[src/rtl/data_unpack_pkg.sv]
// Shared definitions for the 32-bit word to 7-bit packet unpacker controller.
// Holds the datapath widths, the refill threshold, the FSM state type and
// the datapath control bundle driven by the controller.
package data_unpack_pkg;

    localparam int unsigned WORD_W    = 32;
    localparam int unsigned PKT_W     = 7;
    localparam int unsigned CNT_W     = 5;
    // Last packet of a word is taken once count reaches this value.
    localparam int unsigned REFILL_TH = WORD_W - PKT_W;

    typedef enum logic [1:0] {
        ST_IDLE   = 2'd0,
        ST_EMIT   = 2'd1,
        ST_REFILL = 2'd2
    } state_e;

    // Per-cycle strobes towards the existing datapath.
    typedef struct packed {
        logic data_rst;
        logic data_load;
        logic data_overflow_load;
        logic count_set;
        logic count_en;
    } dp_ctrl_t;

endpackage

[src/rtl/data_unpack_ctrl.sv]
// Controller for the word-to-packet unpacker. Sequences word loads and
// packet emission for an external datapath that holds the word buffer, a
// 6-bit overflow register and the bit-position counter.
// Ports:
//   clk, rst_n            clock, asynchronous active-low reset
//   in_valid / in_ready   upstream word handshake
//   out_valid / out_ready downstream packet handshake
//   flush                 synchronous restart of packet alignment
//   count                 datapath counter (MSB position of current packet)
//   data_rst, data_load, data_overflow_load, count_set, count_en
//                         datapath strobes
//   busy                  controller not in IDLE
module data_unpack_ctrl #(
    parameter int unsigned WORD_W = data_unpack_pkg::WORD_W,
    parameter int unsigned PKT_W  = data_unpack_pkg::PKT_W,
    parameter int unsigned CNT_W  = data_unpack_pkg::CNT_W
) (
    input  logic             clk,
    input  logic             rst_n,
    input  logic             in_valid,
    output logic             in_ready,
    output logic             out_valid,
    input  logic             out_ready,
    input  logic             flush,
    input  logic [CNT_W-1:0] count,
    output logic             data_rst,
    output logic             data_load,
    output logic             data_overflow_load,
    output logic             count_set,
    output logic             count_en,
    output logic             busy
);
    import data_unpack_pkg::*;

    localparam logic [CNT_W-1:0] REFILL_CNT = CNT_W'(WORD_W - PKT_W);

    state_e   state_q, state_d;
    dp_ctrl_t ctl;
    logic     rdy;
    logic     vld;
    logic     last_pkt;

    // Current packet is the last one fully contained in the buffered word.
    assign last_pkt = (count >= REFILL_CNT);

    // State register.
    always_ff @(posedge clk or negedge rst_n) begin
        if (!rst_n) begin
            state_q <= ST_IDLE;
        end else begin
            state_q <= state_d;
        end
    end

    // Next state and handshake/datapath strobes.
    always_comb begin
        state_d = state_q;
        ctl     = '0;
        rdy     = 1'b0;
        vld     = 1'b0;
        if (flush) begin
            ctl.data_rst  = 1'b1;
            ctl.count_en  = 1'b1;
            ctl.count_set = 1'b1;
            state_d       = ST_IDLE;
        end else begin
            case (state_q)
                ST_IDLE: begin
                    rdy = 1'b1;
                    if (in_valid) begin
                        ctl.data_load = 1'b1;
                        ctl.count_en  = 1'b1;
                        ctl.count_set = 1'b1;
                        state_d       = ST_EMIT;
                    end
                end
                ST_EMIT: begin
                    vld = 1'b1;
                    // A new word is only taken alongside the last packet, so
                    // a waiting word refills with no bubble cycle.
                    rdy = out_ready & last_pkt;
                    if (out_ready) begin
                        ctl.count_en = 1'b1;
                        if (last_pkt) begin
                            if (in_valid) begin
                                ctl.data_load          = 1'b1;
                                ctl.data_overflow_load = 1'b1;
                            end else begin
                                state_d = ST_REFILL;
                            end
                        end
                    end
                end
                ST_REFILL: begin
                    rdy = 1'b1;
                    if (in_valid) begin
                        ctl.data_load          = 1'b1;
                        ctl.data_overflow_load = 1'b1;
                        state_d                = ST_EMIT;
                    end
                end
                default: begin
                    state_d = ST_IDLE;
                end
            endcase
        end
    end

    // Everything is forced low while reset is held, including IDLE's ready.
    assign in_ready           = rst_n & rdy;
    assign out_valid          = rst_n & vld;
    assign data_rst           = rst_n & ctl.data_rst;
    assign data_load          = rst_n & ctl.data_load;
    assign data_overflow_load = rst_n & ctl.data_overflow_load;
    assign count_set          = rst_n & ctl.count_set;
    assign count_en           = rst_n & ctl.count_en;
    assign busy               = rst_n & (state_q != ST_IDLE);

endmodule

[config.mk]
export PLATFORM = sky130hd
export DESIGN_NAME = data_unpack_ctrl
export DESIGN_NICKNAME = d
export VERILOG_FILES = /design/src/rtl/data_unpack_pkg.sv /design/src/rtl/data_unpack_ctrl.sv
export SDC_FILE = /design/constraint.sdc
export NUM_CORES = 1
export LEC_CHECK = 0
export CAP_MARGIN = 20
export CORE_AREA = 2 2 39 41
export CTS_CLUSTER_SIZE = 25
export DETAILED_ROUTE_END_ITERATION = 8
export DIE_AREA = 0 0 41 43
export PLACE_DENSITY = 0.54
export SLEW_MARGIN = 0
export SYNTH_ARGS = -nofsm -noshare
export SYNTH_HDL_FRONTEND = slang
export SYNTH_SLANG_ARGS = --single-unit
[constraint.sdc]
create_clock -name clk -period 4 [get_ports clk]
set_input_delay 0.4 -clock clk [delete_from_list [all_inputs] [get_ports clk]]
set_output_delay 0.4 -clock clk [all_outputs]
set_load 0.005 [all_outputs]
# After elaboration in Yosys (flattened, before gate mapping)
# Cells that the tools add are included.
totals:
  out_inout_bits: 8
  in_bits: 10
  word_cells: 43
  regBits: 2
op_classes:
  mux: 22
  reduce_logical: 4
  n_eq_ne: 6
  n_lt_le_gt_ge: 1
  n_bitwise: 9
op_table:
  columns: ["operator", "n"]
  rows:
  - ["two-way mux 2 bit", 10]
  - ["bitwise AND 1 bit", 9]
  - ["inequality test 3 bit (second input constant)", 3]
  - ["two-way mux 1 bit", 7]
  - ["one-hot mux 1 bit (2 select lines)", 3]
  - [">= comparator 5 bit (second input constant)", 1]
  - ["one-hot mux 2 bit (2 select lines)", 1]
  - ["AND reduction 4 bit", 1]
  - ["inequality test 3 x 1 -> 1 bit (second input constant)", 1]
  - ["one-hot mux 1 bit (3 select lines)", 1]
  - ["== test 2 x 1 -> 1 bit (second input constant)", 1]
  - ["== test 2 bit (second input constant)", 1]
  - ["logical NOT 2 bit", 1]
  - ["nonzero test 2 bit", 1]
  - ["OR reduction 2 bit", 1]

# Depth between registers and ports, before layout
# Gate-level depths: netlist of the first run.
depth:
  word_depth: 6
  ltp_mapped: 5
  mapped_depth_nobuf: 5

# Worst setup path before layout of the first run
# OpenSTA, ideal clock, no wires.
synth_timing:
  kind: "register to output"
  from: "register state_q[1]"
  to: "output port in_ready"
  path_buffers: 0
  path_stages_with_launch: 6
  t_arrival_ns: 1.254
  setup_slack_ns: 2.346
  required_ns: 3.600
  path_cell_list: "dfrtp_1 -> inv_1 -> ha_1 -> nand4_1 -> o21a_1 -> nor3b_1"
synth_via:
  elab_chain_cells: 5
  elab_cells_between_ends: 7
  cone_classes: "eq/ne (2); mux (2); bitwise (1); reduce/logical (2)"
synth_lines:
  columns: ["element", "line_no", "source"]
  rows:
  - ["start, declared", "data_unpack_ctrl.sv:37", "state_e state_q, state_d;"]
  - ["start signal, assigned", "data_unpack_ctrl.sv:51", "state_q <= state_d;"]
  - ["== test 2 bit / logical NOT 2 bit (equally long branches)", "data_unpack_ctrl.sv:67", "case (state_q)"]
  - ["OR reduction 2 bit (no line)", null, null]
  - ["one-hot mux 1 bit (2 select lines) *", "data_unpack_ctrl.sv:67", null]
  - ["two-way mux 1 bit *", "data_unpack_ctrl.sv:61", "if (flush) begin"]
  - ["bitwise AND 1 bit *", "data_unpack_ctrl.sv:110", "assign in_ready = rst_n & rdy;"]
  - ["end, declared", "data_unpack_ctrl.sv:21", "output logic in_ready,"]
# Every way passes the cells marked *; elsewhere a longest branch is shown, timed or not.

# Worst setup path after layout of the first run
# Same ends and word-level chain as after synthesis.

==> reports/qor.yml, run 1 <==
worst_setup_path:
  cp_cell_sequence: "inv_1 -> ha_1 -> nand4_1 -> o21a_1 -> nor3b_1 -> clkdlybuf4s50_1"
  r2r_end: "state_q[1]$_DFFE_PN0P_"
  critPathMaxFanout: 8
  crit_required_ns: 3.60
  reg2reg_slack_ns: 2.25
  crit_family: "buffers and inverters"
  r2r-start: "state_q[0]$_DFFE_PN0P_"
  crit_slowest_cell: "clkdlybuf4s50_1"
  cp-start-kind: "flop"
  critPathMaxStageDelay_ns: 0.53
  critPathBufInv: 2
  cp.depth: 6
  cp-end-kind: "output port"
  cp.arrival_ns: 2.19
  reg2reg_depth: 5
  critPathKind: "flop to output port"
sta:
  finalSetupViolCount: 0
  worstMarginPinSlew_ns: 0.446
  report.final.hold_viol_count: 0
  slew_violations: 0
  fin_tns_setup_ns: 0
  finalCritPeriodShare_pct: 64.8
  clock_skew_ns: 0.000893
  fin_crit_ns: 2.59
  rsz0062_at_grt: "false"
  fmax_mhz: 386
  slew_headroom_pct: 70.0
finish:
  mostFrequentLayoutCells: "17 x clkdlybuf4s50_1, 5 x ha_1, 3 x nor3_1, 3 x nor2_1, 3 x clkbuf_4"
  fin_cells: 75
  nets: 76
  fill_cells: 154
  fin_area_um2: 538
  layout-drive-gt1-share_pct: 13.6
  area_growth_pct: 65.4
  reg_top3: "state_q x2"
  fin_util_pct: 38.9
  largest_reg_flops: 2
  final_common_cell: "clkdlybuf4s50_1"
  top_register: "state_q"
  diodes: 0
power:
  cellLeakagePower_nw: 0.217
  p_comb_share_pct: 54.3
  peakVddDrop_v: 0.000133
  p_seq_share_pct: 17.8
  switchingPower_mw: 0.0538
  switching_share_pct: 34.3
  pwr-share-clk_pct: 28.0
  pwr_density_cell_nw_per_um2: 291
  intPower_mw: 0.103
  finalPower_mw: 0.157
cts:
  cts-resized-gates: 0
  cts_buffers: 3
  htreeDepth: 1
  clk_latency_ns: 0.22
  postCtsHoldBufs: 0
  cts_root_buf: "clkbuf_4"
  cts.sinks: 2
  clk_pin_slew_ns: 0.03
  cts_tree: "done"
  cts_setup_buffers: 0
  cts_max_path_buffers: 2
detailed_routing:
  final_antenna_net_count: 0
  drc: 0
  drt_iter0_drc: 5
  avgViaCountPerCell: 5.03
  vias: 377
  dr.pass1.iters: 4
  drt-total-wl_um: 957
  wl_per_cell_um: 12.8
hold_path:
  min_path_type: "input port to asynchronous set/reset pin"
synthesis:
  ys_warn_count: 0
  ys_seq_elements: 2
  synthTopCellsByArea: "ha_1 19%, dfrtp_1 15%, nor3_1 4.6%, and2_1 3.8%, nor2b_1 3.8%"
  synth_top_area_share_pct: 19.2
  yosysSeqAreaShare_pct: 15.4
  synth_top_cell_by_area: "ha_1"
  synthCells: 39
  synth_ff_type: "dfrtp_1"
  syn_avg_cell_area_um2: 8.34
  synth-edff-count: 0
  synth.distinct_cells: 26
  synth_area_um2: 325
  async_reset_ff_share_pct: 100
  syn-num-nets: 54
placement:
  dpl.cell_count: 72
  dpl.hpwl_um: 739
  portBuffers: 17
  place_area_um2: 515
  gp_congestion: 0.738
floorplan:
  dieWidth_um: 41
  start_util_pct: 23.5
  rows: 14
  core_area_um2: 1380
  die_area_um2: 1760
  io_pins: 18
  die_h_um: 43
global_routing:
  antenna_found_initial: 0
  grtUsageTotal_pct: 11.8
  grt_max_degree: 9
  grt_pass1_wl_mm: 1.38
  overflow: 0
  first_global_vias: 324
run:
  drv_cap: 0
outcome:
  status: "finished, final reports clean"
## synthesized netlist by cell type, types with 2 or more instances
library cell and count:
a21oi_1 2, and2_1 2, dfrtp_1 2, ha_1 5, inv_1 2, nor2_1 3
nor2b_1 2, nor3_1 3
## worst reg2reg max path, delay by kind of cell, from the launching register on
family          cells  cell delay [ns]
fa+ha+maj           1             0.30
flops               1             0.39
compound gates      1             0.26
simple gates        2             0.61
buf+inv             1             0.10
## power by group through the flow
stage | combinational (mW) | clock (mW) | sequential [mW]
after floorplan | 0.0489 | 0 | 0.0268
after CTS | 0.0847 | 0.0470 | 0.0278
final | 0.0851 | 0.0439 | 0.0278
after detailed placement | 0.0841 | 0 | 0.0280
after global placement | 0.0849 | 0 | 0.0282
after global routing | 0.0908 | 0.0504 | 0.0284
## cells by family (layout without fill, tap and decap cells)
| group | Yosys count | count (layout) | share of synthesized area, % |
|---|---|---|---|
| and+or+nand+nor | 21 | 21 | 40.8 |
| buffers and inverters | 2 | 22 | 2.31 |
| DFF | 2 | 2 | 15.4 |
| AOI/OAI and AO/OA | 9 | 9 | 22.3 |
| adders and majority gates | 5 | 5 | 19.2 |
## worst max path at each step
stage | endpoint | startpoint
2_1_floorplan | in_ready | state_q[1]$_DFFE_PN0P_
3_3_place_gp | data_load | rst_n
5_1_grt | in_ready | state_q[1]$_DFFE_PN0P_
4_1_cts | in_ready | state_q[1]$_DFFE_PN0P_
3_5_place_dp | data_load | rst_n
6_report | in_ready | state_q[1]$_DFFE_PN0P_
## area by class of cell
class                           instances  area (µm²)  area share (%)
Sequential cell                         2        50.0            9.30
Timing Repair Buffer                   17         170            31.6
Inverter                                2        7.51            1.40
Tap cell                               16        20.0            3.72
Clock buffer                            3        22.5            4.19
Multi-Input combinational cell         35         268            49.8
## layer usage
layer / GRT usage [%] / part of all wire, % / vias up
met5: 0 / 0 / -
met4: 6.00 / 0 / 0
met3: 5.24 / 11 / 0
met2: 15.9 / 42 / 14
met1: 15.4 / 47 / 175
li1: - / - / 188
## per-stage QoR
stage / worst slack, ns / hold WS (ns)
6_report: 1.41 / 0.401
5_1_grt: 1.23 / 0.403
4_1_cts: 1.41 / 0.400
3_5_place_dp: 1.54 / 0.640
3_3_place_gp: 1.56 / 0.630
2_1_floorplan: 2.35 / 0.104
Power figures use the tool's default switching activity.
==> inputs of run 2 (changes only) <==
- PLACE_DENSITY: 0.54 -> 0.56
- clock period: 4 -> 2.3 ns (I/O delays scaled with it)
==> reports/qor.yml, run 2 (same netlist as run 1, synthesis figures left out) <==
worst_setup_path:
  reg2reg_slack_ns: 0.55
  crit_required_ns: 2.07
  reg2reg_depth: 5
  cp-start-kind: "flop"
  r2r-start: "state_q[0]$_DFFE_PN0P_"
  cp.arrival_ns: 1.96
  critPathMaxStageDelay_ns: 0.52
  crit_slowest_cell: "clkdlybuf4s50_1"
  critPathMaxFanout: 6
  cp_cell_sequence: "inv_1 -> ha_1 -> nor2_1 -> o21a_1 -> nor3b_1 -> clkdlybuf4s50_1"
  cp-end-kind: "output port"
  critPathKind: "flop to output port"
  r2r_end: "state_q[1]$_DFFE_PN0P_"
power:
  pwr_density_cell_nw_per_um2: 502
  intPower_mw: 0.186
  cellLeakagePower_nw: 0.222
  p_seq_share_pct: 17.7
  peakVddDrop_v: 0.000310
  p_comb_share_pct: 55.0
  pwr-share-clk_pct: 27.3
  switchingPower_mw: 0.0950
  switching_share_pct: 33.8
sta:
  whs_ns: 0.294
  clock_skew_ns: 0.000565
  fin_crit_ns: 2.19
  report.final.hold_viol_count: 0
  slew_headroom_pct: 72.4
  fmax_mhz: 457
  worstMarginPinSlew_ns: 0.410
  finalSetupViolCount: 0
  rsz0062_at_grt: "false"
  fin_tns_setup_ns: 0
  finalCritPeriodShare_pct: 95.0
  slew_violations: 0
detailed_routing:
  drc: 0
  dr.pass1.iters: 4
  final_antenna_net_count: 0
  drt-total-wl_um: 929
  vias: 390
  drt_iter0_drc: 5
  wl_per_cell_um: 12.2
  avgViaCountPerCell: 5.13
floorplan:
  core_area_um2: 1380
  die_area_um2: 1760
  die_h_um: 43
  rows: 14
  io_pins: 18
  dieWidth_um: 41
  start_util_pct: 23.5
cts:
  cts_tree: "done"
  cts_buffers: 3
  cts_setup_buffers: 0
  cts_root_buf: "clkbuf_4"
  htreeDepth: 1
  cts_max_path_buffers: 2
  cts.sinks: 2
  clk_pin_slew_ns: 0.03
  clk_latency_ns: 0.22
  postCtsHoldBufs: 0
global_routing:
  grt_max_degree: 9
  grtUsageTotal_pct: 11.8
  overflow: 0
  first_global_vias: 340
  antenna_found_initial: 0
  grt_pass1_wl_mm: 1.43
finish:
  diodes: 0
  final_common_cell: "clkdlybuf4s50_1"
  mostFrequentLayoutCells: "17 x clkdlybuf4s50_1, 3 x nor3_1, 3 x nor2_1, 3 x ha_1, 3 x clkbuf_4"
  nets: 77
  multi_input_area_um2: 283
  reg_top3: "state_q x2"
  layout-drive-gt1-share_pct: 20.0
  area_growth_pct: 72.3
  top_register: "state_q"
  fill_cells: 140
  seq_area_um2: 50.0
  largest_reg_flops: 2
  fin_util_pct: 40.5
run:
  drv_cap: 0
outcome:
  status: "finished, final reports clean"
placement:
  portBuffers: 17
  gp_congestion: 0.789
  dpl.hpwl_um: 694
hold_path:
  min_path_type: "input port to asynchronous set/reset pin"
## run 2: cell types whose count changed in the layout (fill, tap and decap cells not counted), sizes merged
cell	delta
buf	+1
## run 2: layer usage
layer / wire length (µm) / global-route usage [%] / vias to the layer above
li1: - / - / 191
met5: 0 / 0 / -
met1: 371 / 14.5 / 182
met4: 0 / 8.00 / 0
met2: 497 / 18.8 / 17
met3: 60 / 0 / 0
## run 2: timing repair
action | 4_1_cts | 5_1_grt
gates cloned | 0 | 0
setup endpoints to repair | 2 | 2
gates resized for setup | 1 | 3
## run 2: cell type report
cell class,count,share of cell area (%)
clock buffer,3,4.02
inverter,2,1.34
multi-input combinational,35,50.4
sequential,2,8.93
tap,16,3.57
timing repair buffer,18,31.7
## run 2: worst max path at each step
stage,from,slack (ns),end
floorplan,state_q[0]$_DFFE_PN0P_,0.74,state_q[1]$_DFFE_PN0P_
global placement,flush,0.26,data_load
detailed placement,state_q[1]$_DFFE_PN0P_,0.20,in_ready
CTS,state_q[1]$_DFFE_PN0P_,0.02,in_ready
global route,state_q[0]$_DFFE_PN0P_,0.003,in_ready
finish,state_q[0]$_DFFE_PN0P_,0.11,in_ready
## run 2: through the flow
stage | worst slack (ns) | std cells | area (µm²) | total power, mW
after CTS | 0.0184 | 76 | 548 | 0.279
final | 0.114 | 76 | 561 | 0.281
after global routing | 0.00258 | 76 | 561 | 0.305
after detailed placement | 0.199 | 73 | 523 | 0.194
after global placement | 0.260 | 73 | 523 | 0.195
after floorplan | 0.740 | 39 | 325 | 0.132
## run 2: power by group through the flow
stage,registers (mW),logic (mW),clock network (mW)
3_5_place_dp,0.0479,0.146,0
2_1_floorplan,0.0466,0.0850,0
5_1_grt,0.0510,0.170,0.0838
4_1_cts,0.0477,0.147,0.0843
3_3_place_gp,0.0474,0.148,0
6_report,0.0498,0.155,0.0768
## run 2: critical path, delay by kind of cell, from the launching register on
family / cells / cell delay, ns
fa+ha+maj: 1 / 0.30
buf+inv: 2 / 0.65
simple gates: 2 / 0.24
flops: 1 / 0.43
compound gates: 1 / 0.12
